## config.mk

```make
export PLATFORM = sky130hd
export DESIGN_NAME = fetch_unit
export DESIGN_NICKNAME = d
export VERILOG_FILES = /design/src/rtl/fetch_unit.sv
export SDC_FILE = /design/constraint.sdc
export NUM_CORES = 1
export LEC_CHECK = 0
export CELL_PAD_IN_SITES_DETAIL_PLACEMENT = 1
export CELL_PAD_IN_SITES_GLOBAL_PLACEMENT = 1
export CORE_ASPECT_RATIO = 1.25
export CORE_MARGIN = 4
export CORE_UTILIZATION = 38
export DETAILED_ROUTE_END_ITERATION = 8
export PLACE_DENSITY = 0.81
export SYNTH_ARGS = -nofsm -noshare
export SYNTH_HDL_FRONTEND = slang
export SYNTH_SLANG_ARGS = --single-unit
```

## constraint.sdc

```tcl
create_clock -name clk -period 4.5 [get_ports clk]
set_clock_uncertainty 0.2 [all_clocks]
set_input_delay 1.35 -clock clk [delete_from_list [all_inputs] [get_ports clk]]
set_output_delay 1.35 -clock clk [all_outputs]
set_load 0.02 [all_outputs]
```

## src/rtl/fetch_unit.sv

```systemverilog
// rtl/fetch_unit.sv - instruction fetch stage: PC, imem request, IF/ID register (option: FETCH_ALIGN_CHECK_EN)
module fetch_unit #(
  parameter logic [15:0] RESET_PC  = 16'h0000,
  parameter logic [15:0] NOP_INSTR = 16'h0800
) (
  input  logic        clk,
  input  logic        rst,
  input  logic        redirect,
  input  logic [15:0] redirect_pc,
  input  logic        stall_in,
  input  logic        halt_in,
  output logic        imem_rd,
  output logic [15:0] imem_addr,
  input  logic [15:0] imem_data,
  input  logic        imem_done,
  input  logic        imem_busy,
  output logic [15:0] base_pc,
  output logic [15:0] if_instr,
  output logic [15:0] if_pc,
  output logic        if_valid,
  output logic        halted,
  output logic        err
);

  typedef enum logic [1:0] {S_FETCH, S_HOLD, S_DRAIN, S_HALT} state_t;

  state_t      state;
  logic [15:0] pc;
  logic [15:0] hold_instr;
  logic [15:0] hold_pc;
  logic [15:0] pc_seq;
  logic [15:0] target;

  assign pc_seq    = pc + 16'd2;
  // Without the alignment check an odd target is silently rounded down.
  assign target    = redirect_pc & 16'hFFFE;
  assign base_pc   = pc;
  assign imem_addr = pc;
  // Request only while fetching and never during reset.
  assign imem_rd   = (state == S_FETCH) && !rst;

`ifdef FETCH_ALIGN_CHECK_EN
  logic err_q;
  assign err = err_q;
`else
  assign err = 1'b0;
`endif

  // PC, fetch state machine and IF/ID register.
  always_ff @(posedge clk or posedge rst) begin
    if (rst) begin
      state      <= S_FETCH;
      pc         <= RESET_PC;
      hold_instr <= NOP_INSTR;
      hold_pc    <= 16'h0000;
      if_instr   <= NOP_INSTR;
      if_pc      <= 16'h0000;
      if_valid   <= 1'b0;
      halted     <= 1'b0;
`ifdef FETCH_ALIGN_CHECK_EN
      err_q      <= 1'b0;
`endif
    end else if (redirect && state != S_HALT) begin
      // Flush IF/ID; any data returned this cycle belongs to the wrong path.
      if_instr <= NOP_INSTR;
      if_valid <= 1'b0;
`ifdef FETCH_ALIGN_CHECK_EN
      if (redirect_pc[0]) begin
        err_q  <= 1'b1;
        halted <= 1'b1;
        state  <= S_HALT;
      end else
`endif
      begin
        pc    <= target;
        state <= (imem_busy && !imem_done) ? S_DRAIN : S_FETCH;
      end
    end else if (halt_in && state != S_HALT) begin
      // Abandon any in-flight access; IF/ID keeps the HALT instruction.
      halted <= 1'b1;
      state  <= S_HALT;
    end else begin
      case (state)
        S_FETCH: begin
          if (imem_done) begin
            pc <= pc_seq;
            if (stall_in) begin
              hold_instr <= imem_data;
              hold_pc    <= pc;
              state      <= S_HOLD;
            end else begin
              if_instr <= imem_data;
              if_pc    <= pc;
              if_valid <= 1'b1;
            end
          end else if (!stall_in) begin
            if_valid <= 1'b0;
          end
        end
        S_HOLD: begin
          if (!stall_in) begin
            if_instr <= hold_instr;
            if_pc    <= hold_pc;
            if_valid <= 1'b1;
            state    <= S_FETCH;
          end
        end
        S_DRAIN: begin
          if (imem_done) state <= S_FETCH;
        end
        default: begin
          if_valid <= 1'b0;
        end
      endcase
    end
  end

endmodule

```

# Yosys cells after proc, flatten, opt, wreduce, memory -nomap -nowiden
# Cells that the tools add are included.
[totals]
reg_bits = 84
inputBits = 39
output_inout_bits = 68
word_cells = 74
[op_classes]
n_addsub = 1
n_eq_ne = 16
n_mux = 28
bitwise_logic = 2
n_reduce_logical = 19
[ops]
columns = ["operator", "count"]
rows = [
  ["two-way mux 16 bit", 12],
  ["one-hot mux 16 bit (2 select lines)", 2],
  ["adder 16 x 2 -> 16 bit, second input constant", 1],
  ["AND reduction 5 bit", 3],
  ["two-way mux 2 bit", 7],
  ["!= test 2 bit, second input constant", 6],
  ["!= test 4 x 2 -> 1 bit, second input constant", 2],
  ["!= test 4 bit, second input constant", 2],
  ["!= test 3 x 2 -> 1 bit, second input constant", 2],
  ["one-hot mux 2 bit (3 select lines)", 1],
  ["AND reduction 3 bit", 2],
  ["AND reduction 6 bit", 1],
  ["nonzero test 2 bit", 3],
  ["two-way mux 1 bit", 5],
  ["nonzero test 5 bit", 1],
  ["logical AND 1 bit", 4],
  ["!= test 4 x 3 -> 1 bit, second input constant", 1],
  ["!= test 3 bit, second input constant", 1],
  ["one-hot mux 1 bit (3 select lines)", 1],
  ["nonzero test 3 bit", 1],
  ["equality test 2 x 1 -> 1 bit, second input constant", 1],
  ["equality test 2 bit, second input constant", 1],
  ["zero test 1 bit", 2],
  ["zero test 2 bit", 1],
  ["2 further kinds", 3],
]

# Depth between registers and ports, before layout
# Gate-level depths: netlist (run 1).
[depth]
depth_word = 5
mapped_depth = 8

# Least setup slack after synthesis (run 1)
# Ideal clock, no wire load.
[synth_timing]
kind = "input to output"
start = "in rst"
end = "out imem_rd"
t_arrival_ns = 1.654
t_required_ns = 2.950
path_slack_ns = 1.296
path_stages = 1
path_cell_list = "nor2b_1"
[synth_via]
elab_chain_len = 2
[synth_lines]
columns = ["item", "line_no", "text"]
rows = [
  ["start: declaration", "7", "input logic rst,"],
  ["zero test 1 bit (no source line)", "--", ""],
  ["logical AND 1 bit", "40", "assign imem_rd = (state == S_FETCH) && !rst;"],
  ["end: declaration", "12", "output logic imem_rd,"],
]
# Every way passes these cells.

# Worst setup path in the final report (run 1)
# Ends and elaborated chain as after synthesis.

==> results.md, run 1 <==
* Final setup viols at 0
* Sinks on Clock Net at 81
* Per-cell via count in the routed design at roughly 5.2
* Top cell by count, worst path: clkdlybuf4s50_1
* Maximum clock frequency at 244 MHz
* Number of buffers and inverters on the critical path at 2
* Met2 Usage GRT at 32.2%
* First-pass DRT Iterations at 4
* Final slew viol count at 0
* Number of I/O port buffers at 101
* Number of H-tree levels at 3
* Post-CTS clock slew at the launch and capture registers of the worst setup and hold paths at 60 ps
* Final WS setup at ~400 ps
* Synthesized area per cell at 11.5 um^2
* Sum of overflow across all layers after global routing at 0
* Die Width at 100 um
* Synthesized netlist cell count at 354
* Setup crit end kind: output port
* Setup Buffers After CTS at 0
* CTS Hold Bufs at 0
* Root buffer cell: clkbuf_16
* Antenna violations before repair at 0
* CTS Buffer Depth at 2
* Layout Utilization at 52.3%
* Routed wire length at 10600 um
* Number of hold-slack violations in the final timing report at 0
* Post-route antenna net violation count at 0
* Crit path time final at 4100 ps
* Maximum number of pins on one net before global-route repair at 41
* Met3 GRT Util at 3.95%
* Total vias in the final route at 3008
* Total Die Area at 0.0124 mm^2
* CP Data Required Time at 2950 ps
* TNS Setup at 0 ps
* Number of library cell types mapped by synthesis at 53
* Transition at the pin with the smallest max-transition slack at 834 ps
* Cell Area, Synth at 0.00405 mm^2
* Power per unit of standard cell area at 715 mW/mm^2
* Number of enable-type register cells in the synthesized netlist at 0
* Type of the setup path with the least slack: in2out
* Outcome: completed
* TritonCTS Buffers at 9
* Worst Setup Start Kind: input pin
* Proportion of layout cells with a drive suffix above 1 at about a fifth
* Final Hold Slack at 272 ps
* Number of I/O pins at 107
* Pleak at 2.21 nW
* Number of instances resized during post-cts repair at 0
* Number of antenna cells inserted at 0
* Clock latency of the later-clocked register in the worst-skew pair at 340 ps
* Detailed-placement wirelength estimate at slightly above 7000 um
* Crit share post-route at 91.0%
* Critical path cell sequence: clkdlybuf4s50_1 -> nor2b_1 -> clkdlybuf4s50_1
* Worst-case headroom to the max-slew limit at 44.4%
* Unrepaired setup endpoints after global routing: false
* Cell row count at 41
* Maximum fanout encountered on the critical timing path at 2
* Global-route met1 utilization at 21.0%
* Worst path top cell family by delay: buffers and inverters
* Global-route wire length before repair at approximately 17000 um
* Area growth from synthesis to layout at 32.3%
* Wire length per cell after detailed routing at 18.4 um
* Setup slack at placement at around 380 ps
* Worst stage delay on the critical path at about 600 ps
* Kind of path behind the tightest hold check: reg2reg
* Yosys warnings at 0
* Core area at ~0.01 mm^2
* TritonCTS clock tree: built
* DIE HEIGHT at 123 um
* DRC violation count after routing at 0
* Worst VDD drop at between 300 and 400 uV
* All-Layer GR Usage at 18.0%
* Gpl congestion at 0.748
* Starting DRC count in detailed routing at 58
* Asr flop ratio synth at 100%
* Commonest register cell after synthesis: dfrtp_1
* Net count, final at ~490
* Proportion of synthesized chip area in sequential cells at 50.1%
* Via count of the first global-routing pass at 3359
* Busiest layer in global routing: met2
* Number of flip-flops and latches in the synthesized netlist at 81
* Slowest stage cell on the critical path: clkdlybuf4s50_1
* Number of max-cap violations at 0
* Arrival time at the worst endpoint at between 2000 and 3000 ps
* Effective utilization at floorplan at about two fifths
[stage by stage]
stage               instances  power [mW]  cell area (um^2)
finish                    574        3.84              5360
global route              574        4.07              5360
CTS                       574        3.88              5360
detailed placement        558        3.10              5060
global placement          558        3.02              5060
floorplan                 357        2.41              4070
[logic make-up after synthesis]
family                   share of synthesized area, %
AND/OR/NAND/NOR                                  11.0
flip-flops                                       50.1
multiplexers                                     20.1
AO/OA/AOI/OAI                                    8.95
buffers and inverters                            6.82
adder cells (fa/ha/maj)                          2.16
XOR/XNOR                                        0.864
other                                          0.0925
[cells in the final DEF (no fill, tap or decap), types with 4 or more instances in the layout]
| cell | count |
|---|---|
| or3_1 | 5 |
| or4_1 | 5 |
| a31oi_1 | 8 |
| conb_1 | 4 |
| mux2i_1 | 16 |
| nand2_1 | 31 |
| nand2b_1 | 4 |
| buf_4 | 8 |
| dfrtp_1 | 79 |
| inv_1 | 7 |
| mux2_2 | 55 |
| nor2_1 | 13 |
| clkdlybuf4s50_1 | 101 |
| clkbuf_16 | 9 |
| ha_1 | 6 |
| nand3_1 | 4 |
| o21ai_0 | 31 |
[layer usage]
layer / up-vias / routed length (um) / part of all wire [%]
met5: - / 0 / 0
met2: 72 / 5540 / 52
li1: 1406 / - / -
met1: 1518 / 4360 / 41
met3: 12 / 513 / 4.8
met4: 0 / 163 / 1.5
[sequential cells by signal, indices dropped and copies added (netlist names)]
register    cells
state           2
base_pc        15
if_pc          15
halted          1
hold_pc        15
hold_instr     16
if_valid        1
if_instr       16
[worst register-to-register path: stages, from the launching register on]
cell	delay [ps]
dfrtp_1	400
inv_1	110
ha_2	420
o21ai_1	340
a22oi_1	150
nor2_2	410
buf_4	300
mux2_2	360
[report_power, final]
group          internal (mW)  switching [mW]
Sequential              1.06           0.255
Combinational          0.879           0.888
Clock                  0.435           0.316
[final cells by class]
| type | count | area [um^2] |
|---|---|---|
| clock buffer | 9 | 225 |
| sequential | 81 | 2030 |
| timing repair buffer | 109 | 1070 |
| clock inverter | 7 | 77.6 |
| multi-input combinational | 231 | 1770 |
| inverter | 8 | 31.3 |
| fill | 1109 | 4900 |
| tap | 129 | 161 |
[worst paths after layout]
kind,from,end,slack (ps),cells after the start
max in group asynchronous,rst,hold_pc[13]$_DFFE_PP0P_,2060,3
worst min register to register,if_instr[11]$_DFFE_PP1P_,if_instr[11]$_DFFE_PP1P_,270,2
worst max-delay path,rst,imem_rd,400,3
min in group asynchronous,rst,state[1]$_DFFE_PP0P_,1260,2
worst max register to register,state[1]$_DFFE_PP0P_,if_pc[11]$_DFFE_PP0P_,1700,7
worst min-delay path,if_instr[11]$_DFFE_PP1P_,if_instr[11]$_DFFE_PP1P_,270,2
[cell usage after synthesis, types with 3 or more instances]
library cell  number  area [um^2]
a31oi_1            8         50.1
buf_4             22          165
nand2_1           31          116
o21ai_0           31          155
dfrtp_1           79         1980
a21oi_1            3         15.0
buf_2              8         40.0
or3_1              5         31.3
xor2_1             3         26.3
clkbuf_1           4         15.0
or4_1              5         37.5
ha_1               7         87.6
nand3_1            4         20.0
nor2_1            13         48.8
mux2_1             3         33.8
nand3_2            3         30.0
mux2_2            55          619
nor2b_1            3         18.8
inv_1              8         30.0
mux2i_1           16          160
nand2b_1           4         25.0
No activity file was read; power rests on OpenSTA's default activity.
==> run 2: changes to the inputs <==
- GPL_ROUTABILITY_DRIVEN: unset -> 0
==> results of run 2 <==
No change in the layout: final DEF, timing and power equal those of run 1.
